$ cat src/rtl/ahb_master_if.sv
// Bundle of core-side request strobe and AHB-Lite bus signals for ahb_master.
// master: the initiator's view; slave: the view of whoever drives requests and answers the bus.
interface ahb_master_if #(
  parameter int ADDR_W = 32,
  parameter int DATA_W = 32
);
  logic              req;
  logic              req_write;
  logic [1:0]        req_size;
  logic [ADDR_W-1:0] req_addr;
  logic [DATA_W-1:0] req_wdata;
  logic              busy;
  logic              done;
  logic              err;
  logic [DATA_W-1:0] rdata;
  logic [ADDR_W-1:0] haddr;
  logic [1:0]        htrans;
  logic [1:0]        hsize;
  logic              hwrite;
  logic [DATA_W-1:0] hwdata;
  logic [DATA_W-1:0] hrdata;
  logic              hready;
  logic              hresp;

  modport master (
    input  req, req_write, req_size, req_addr, req_wdata, hrdata, hready, hresp,
    output busy, done, err, rdata, haddr, htrans, hsize, hwrite, hwdata
  );

  modport slave (
    output req, req_write, req_size, req_addr, req_wdata, hrdata, hready, hresp,
    input  busy, done, err, rdata, haddr, htrans, hsize, hwrite, hwdata
  );
endinterface

$ cat src/rtl/ahb_master.sv
// Single-outstanding AHB-Lite initiator: one core load/store becomes one NONSEQ transfer,
// with byte-lane steering, local misalignment detection and error reporting.
module ahb_master #(
  parameter int ADDR_W = 32,
  parameter int DATA_W = 32
) (
  input  logic       clk,
  input  logic       nrst,
  ahb_master_if.master bus,
  output logic [1:0] dbg_state
);

  // Handshake: req is sampled only in IDLE (busy=0); done is a one-cycle pulse that
  // lands in an IDLE cycle, so a new req may be presented alongside done.
  typedef enum logic [1:0] {
    S_IDLE = 2'b00,
    S_ADDR = 2'b01,
    S_DATA = 2'b10,
    S_LERR = 2'b11
  } state_t;

  state_t state, state_nxt;

  logic [ADDR_W-1:0] addr_q;
  logic [1:0]        size_q;
  logic              write_q;
  logic [DATA_W-1:0] wdata_q;
  logic              sticky_q;
  logic              done_q;
  logic              err_q;
  logic [DATA_W-1:0] rdata_q;

  logic              misalign;
  logic              accept;
  logic              complete;
  logic [4:0]        req_shamt;
  logic [4:0]        rd_shamt;
  logic [DATA_W-1:0] rd_shifted;
  logic [DATA_W-1:0] rd_masked;

  assign accept    = (state == S_IDLE) && bus.req;
  assign complete  = (state == S_DATA) && bus.hready;
  assign req_shamt = {bus.req_addr[1:0], 3'b000};
  assign rd_shamt  = {addr_q[1:0], 3'b000};

  always_comb begin
    misalign = 1'b0;
    case (bus.req_size)
      2'b00:   misalign = 1'b0;
      2'b01:   misalign = bus.req_addr[0];
      2'b10:   misalign = |bus.req_addr[1:0];
      default: misalign = 1'b1;
    endcase
  end

  // Load data arrives on the lane selected by the low address bits.
  always_comb begin
    rd_shifted = bus.hrdata >> rd_shamt;
    rd_masked  = rd_shifted;
    case (size_q)
      2'b00:   rd_masked = rd_shifted & {{(DATA_W-8){1'b0}}, 8'hFF};
      2'b01:   rd_masked = rd_shifted & {{(DATA_W-16){1'b0}}, 16'hFFFF};
      default: rd_masked = rd_shifted;
    endcase
  end

  always_ff @(posedge clk or negedge nrst) begin
    if (!nrst) state <= S_IDLE;
    else       state <= state_nxt;
  end

  always_comb begin
    state_nxt = state;
    case (state)
      S_IDLE: if (bus.req) state_nxt = misalign ? S_LERR : S_ADDR;
      S_ADDR: if (bus.hready) state_nxt = S_DATA;
      S_DATA: if (bus.hready) state_nxt = S_IDLE;
      S_LERR: state_nxt = S_IDLE;
      default: state_nxt = S_IDLE;
    endcase
  end

  always_ff @(posedge clk or negedge nrst) begin
    if (!nrst) begin
      addr_q   <= '0;
      size_q   <= 2'b00;
      write_q  <= 1'b0;
      wdata_q  <= '0;
      sticky_q <= 1'b0;
      done_q   <= 1'b0;
      err_q    <= 1'b0;
      rdata_q  <= '0;
    end else begin
      done_q <= 1'b0;
      err_q  <= 1'b0;
      if (accept) begin
        addr_q  <= bus.req_addr;
        size_q  <= bus.req_size;
        write_q <= bus.req_write;
        wdata_q <= bus.req_wdata << req_shamt;
      end
      // hresp in the address phase is a stale response and is ignored.
      if (complete) begin
        done_q   <= 1'b1;
        err_q    <= sticky_q | bus.hresp;
        rdata_q  <= write_q ? '0 : rd_masked;
        sticky_q <= 1'b0;
      end else if (state == S_DATA && bus.hresp) begin
        sticky_q <= 1'b1;
      end
      if (state == S_LERR) begin
        done_q  <= 1'b1;
        err_q   <= 1'b1;
        rdata_q <= '0;
      end
    end
  end

  assign bus.busy   = (state != S_IDLE);
  assign bus.done   = done_q;
  assign bus.err    = err_q;
  assign bus.rdata  = rdata_q;
  assign bus.haddr  = addr_q;
  assign bus.htrans = (state == S_ADDR) ? 2'b10 : 2'b00;
  assign bus.hsize  = size_q;
  assign bus.hwrite = write_q;
  assign bus.hwdata = wdata_q;
  assign dbg_state  = state;

endmodule

$ cat src/flat_wrapper.sv
// flat-port wrapper written by rule: the top's interface ports become plain ports
module ahb_master_flat 
#(
  parameter int ADDR_W = 32,
  parameter int DATA_W = 32
)
  (clk, nrst, dbg_state, bus_req, bus_req_write, bus_req_size, bus_req_addr, bus_req_wdata, bus_hrdata, bus_hready, bus_hresp, bus_busy, bus_done, bus_err, bus_rdata, bus_haddr, bus_htrans, bus_hsize, bus_hwrite, bus_hwdata);
  ahb_master_if #(.ADDR_W(ADDR_W), .DATA_W(DATA_W)) bus_i ();
  input  logic clk;
  input  logic nrst;
  output logic [1:0] dbg_state;
  input wire logic [$bits(bus_i.req)-1:0] bus_req;
  input wire logic [$bits(bus_i.req_write)-1:0] bus_req_write;
  input wire logic [$bits(bus_i.req_size)-1:0] bus_req_size;
  input wire logic [$bits(bus_i.req_addr)-1:0] bus_req_addr;
  input wire logic [$bits(bus_i.req_wdata)-1:0] bus_req_wdata;
  input wire logic [$bits(bus_i.hrdata)-1:0] bus_hrdata;
  input wire logic [$bits(bus_i.hready)-1:0] bus_hready;
  input wire logic [$bits(bus_i.hresp)-1:0] bus_hresp;
  output wire logic [$bits(bus_i.busy)-1:0] bus_busy;
  output wire logic [$bits(bus_i.done)-1:0] bus_done;
  output wire logic [$bits(bus_i.err)-1:0] bus_err;
  output wire logic [$bits(bus_i.rdata)-1:0] bus_rdata;
  output wire logic [$bits(bus_i.haddr)-1:0] bus_haddr;
  output wire logic [$bits(bus_i.htrans)-1:0] bus_htrans;
  output wire logic [$bits(bus_i.hsize)-1:0] bus_hsize;
  output wire logic [$bits(bus_i.hwrite)-1:0] bus_hwrite;
  output wire logic [$bits(bus_i.hwdata)-1:0] bus_hwdata;
  assign bus_i.req = bus_req;
  assign bus_i.req_write = bus_req_write;
  assign bus_i.req_size = bus_req_size;
  assign bus_i.req_addr = bus_req_addr;
  assign bus_i.req_wdata = bus_req_wdata;
  assign bus_i.hrdata = bus_hrdata;
  assign bus_i.hready = bus_hready;
  assign bus_i.hresp = bus_hresp;
  assign bus_busy = bus_i.busy;
  assign bus_done = bus_i.done;
  assign bus_err = bus_i.err;
  assign bus_rdata = bus_i.rdata;
  assign bus_haddr = bus_i.haddr;
  assign bus_htrans = bus_i.htrans;
  assign bus_hsize = bus_i.hsize;
  assign bus_hwrite = bus_i.hwrite;
  assign bus_hwdata = bus_i.hwdata;
  ahb_master #(.ADDR_W(ADDR_W), .DATA_W(DATA_W)) u_core (.clk(clk), .nrst(nrst), .bus(bus_i), .dbg_state(dbg_state));
endmodule
$ cat config.mk
export PLATFORM = sky130hd
export DESIGN_NAME = ahb_master_flat
export DESIGN_NICKNAME = d
export VERILOG_FILES = /design/src/rtl/ahb_master_if.sv /design/src/rtl/ahb_master.sv /design/src/flat_wrapper.sv
export SDC_FILE = /design/constraint.sdc
export NUM_CORES = 1
export LEC_CHECK = 0
export BUFFER_PORTS_ARGS = -buffer_cell sky130_fd_sc_hd__buf_2
export CAP_MARGIN = 20
export CORE_MARGIN = 1.5
export CORE_UTILIZATION = 25
export CTS_BUF_LIST = sky130_fd_sc_hd__clkbuf_4
export DETAILED_ROUTE_END_ITERATION = 6
export GPL_TIMING_DRIVEN = 0
export HOLD_SLACK_MARGIN = 0.02
export PLACE_DENSITY = 0.52
export SLEW_MARGIN = 15
export SYNTH_ARGS = -nofsm -noshare
export SYNTH_HDL_FRONTEND = slang
export SYNTH_SLANG_ARGS = --single-unit
export TNS_END_PERCENT = 10
$ cat constraint.sdc
create_clock -name clk -period 2.5 [get_ports clk]
set_input_delay 0.125 -clock clk [delete_from_list [all_inputs] [get_ports clk]]
set_output_delay 0.125 -clock clk [all_outputs]
set_load 0.01 [all_outputs]
==> impl_metrics.csv <==
group,metric,value,unit
sta,rsz0062_at_grt,"no",
synthesis,ys_seq_area_share,53.7,%
synthesis,synthTopCellsByCount,"nand2_1 (155), dfrtp_1 (104), mux2i_1 (49)",
sta,slew_headroom,59.9,%
detailed_routing,routed_wirelength,16.7,mm
synthesis,synth_cell_type_count,34,
global_route,first_global_vias,4880,
global_route,track_usage,16.9,%
sta,hold_viol,0,
setup_path,cp_slowest_cell,"dfrtp_1",
clock_tree,post_cts_resized,0,
die,initial_core_util,25.7,%
global_route,use_met1,21.1,%
clock_tree,cts-root-buf,"clkbuf_4",
run_status,outcome,"finished clean",
clock_tree,clk_latency,0.48,ns
pwr,power_leakage,3.82,nW
placement,io_buffers,208,
detailed_routing,wl_per_cell,16.2,um
synthesis,synth-warning-count,0,
clock_tree,cts_htree_levels,3,
pwr,p_per_area,980,nW/um^2
hold_path,hp-class,"in2reg",
pwr,irDropWorstVdd,0.421,mV
synthesis,synth_top_area_cell,"dfrtp_1",
detailed_routing,vias,4555,
placement,place_area,6250,um^2
synthesis,async_reset_ff_share,100,%
synthesis,synth.most_common_cell,"nand2_1",
die,die_y,142,um
sta,drv_slew,0,
synthesis,synth_cells,463,
synthesis,syn_area,4850,um^2
die,coreArea,18800,um^2
die,ioPinCount,210,
sta,fin_crit,1.67,ns
global_route,met3_usage,4.48,%
detailed_routing,viasPerCell,4.44,
setup_path,max_stage_delay,0.53,ns
synthesis,synth_fp_nets,567,
detailed_routing,drtIter0Drc,154,
synthesis,synth_edf_count,0,
setup_path,end_kind,"flip-flop",
detailed_routing,ant_nets,0,
global_route,top_usage_layer,"met2",
clock_tree,clock-sinks,104,
die,rows,50,
detailed_routing,drtPass1Iterations,4,
sta,finalSetupViolCount,0,
synthesis,avgSynthCellArea,10.5,um^2
global_route,grt_pass1_wl,26.4,mm
layout,fin_util,38.1,%
layout,nets,866,
setup_path,cpMostUsedCell,"buf_4",
clock_tree,cts_tree,"done",
clock_tree,clk_path_buf_depth,2,
layout,finalInstanceArea,7170,um^2
sta,fin_skew,0.0122,ns
synthesis,synth_seq_cells,104,
pwr,finalPower,0.00703,W
global_route,antenna_found_initial,0,
setup_path,cp_cell_sequence,"nor3b_1 -> buf_4 -> buf_4 -> mux2_2",
synthesis,synth-main-ff-cell,"dfrtp_1",
layout,antennaDiodeCount,0,
synthesis,ys_top_cells_by_area,"dfrtp_1 (54%), nand2_1 (12%), mux2i_1 (10%)",
sta,max_freq,0.598,GHz
global_route,use_met2,29.0,%
global_route,grt-ovfl-total,0,
die,dieArea,20200,um^2
global_route,grt_max_degree,62,
run,drv_cap,0,
setup_path,crit_type,"reg2reg",
die,dieWidth,142,um
detailed_routing,route.detailed.drc,0,
setup_path,critPathMaxFanout,10,
clock_tree,cts_inserted_buffers,9,
clock_tree,clk_pin_slew,0.17,ns
layout,drive_gt1_share,34.4,%
placement,hpwl,11.8,mm
setup_path,start_kind,"flip-flop",
sta,worst_slew_pin_slew,0.602,ns
sta,fin_tns_setup,0,ns
placement,gp_congestion,0.814,
layout,syn2layout_area_growth,48.0,%
sta,post-route-period-util,66.9,%
setup_path,critPathRequiredTime,2.87,ns
synthesis,yosys.area.top_type_share,53.7,%
setup_path,cp.arrival,2.05,ns
-- metal layers --
| layer | part of all wire (%) | up-vias |
|---|---|---|
| met5 | 0 | - |
| met4 | 0.77 | 0 |
| met3 | 6.7 | 9 |
| met2 | 48 | 180 |
| met1 | 44 | 2173 |
| li1 | - | 2193 |
-- through the flow --
step | hold WS [ns] | cells | worst slack [ns]
floorplan | -0.171 | 463 | 0.984
global placement | 0.316 | 931 | -0.0765
detailed placement | 0.0865 | 932 | 0.846
CTS | 0.0212 | 1027 | 0.791
global route | 0.0411 | 1027 | 0.656
finish | 0.0767 | 1027 | 0.828
-- final timing paths --
check                      cells after the start                  from                    end  slack, ns
max                                            4   u_core.dbg_state[1]  u_core.bus.hwdata[29]       0.83
min                                            4     bus_req_wdata[17]  u_core.bus.hwdata[17]       0.08
max reg2reg                                    4   u_core.dbg_state[1]  u_core.bus.hwdata[29]       0.83
min reg2reg                                    2  u_core.bus.haddr[25]   u_core.bus.haddr[25]       0.49
max in group asynchronous                      3                  nrst   u_core.bus.haddr[10]       1.70
min in group asynchronous                      2                  nrst   u_core.bus.rdata[28]       0.13
-- power by group --
group | leakage, nW | total (W) | internal, W | switching [W]
Sequential | 1.34 | 0.00281 | 0.00238 | 0.000423
Combinational | 2.41 | 0.00333 | 0.00146 | 0.00187
Clock | 0.0719 | 0.000891 | 0.000313 | 0.000578
Total | 3.82 | 0.00703 | 0.00415 | 0.00287
-- what timing repair did --
item                                    in CTS  in global routing
hold buffers                                79                  0
buffers inserted                             0                  0
endpoints found under the setup margin       0                  0
hold endpoints to repair                   195                  0
-- logic make-up (layout without fill, tap and decap cells) --
logic type / Yosys count / in the layout / share of synthesized area (%)
AO/OA/AOI/OAI: 80 / 80 / 12.8
buffers and inverters: 36 / 340 / 4.60
flip-flops: 104 / 104 / 53.7
multiplexers: 57 / 57 / 12.0
other: 1 / 1 / 0.0774
AND/OR/NAND/NOR: 185 / 185 / 16.8
-- cell type report --
cell class / count / area, um^2
fill: 1926 / 11700
sequential: 104 / 2600
multi-input combinational: 323 / 2020
timing repair buffer: 288 / 1870
tap: 260 / 325
buffer: 34 / 215
clock buffer: 10 / 75.1
clock inverter: 6 / 58.8
inverter: 2 / 7.51
-- flip-flops by register name, summed over array words and instances (netlist names), 2 cells and up --
| name | count |
|---|---|
| u_core.dbg_state | 2 |
| u_core.bus.rdata | 32 |
| u_core.bus.haddr | 32 |
| u_core.bus.hsize | 2 |
| u_core.bus.hwdata | 32 |
-- placed cells by master (no fill, tap or decap), types with 3 or more instances in the layout --
cell type,Yosys,routed
buf_2,13,220
nand2_1,155,155
dfrtp_1,104,104
dlygate4sd3_1,0,79
mux2i_1,49,49
a22o_1,16,16
o21ai_0,15,15
nor2b_1,11,11
clkbuf_4,1,11
buf_4,10,10
mux2_2,8,8
o31ai_1,8,8
nand3_1,8,8
a211o_1,8,8
a32o_1,8,8
a2bb2oi_1,7,7
o2bb2ai_1,7,7
clkbuf_1,6,6
buf_6,4,5
o21a_1,4,4
nor2_1,3,3
-- critical path, delay by kind of cell, from the launching register on --
family | cells | cell delay (ns)
buf+inv | 2 | 0.48
simple gates | 1 | 0.22
flops | 1 | 0.53
mux | 1 | 0.35
No activity file was read; power rests on OpenSTA's default activity.
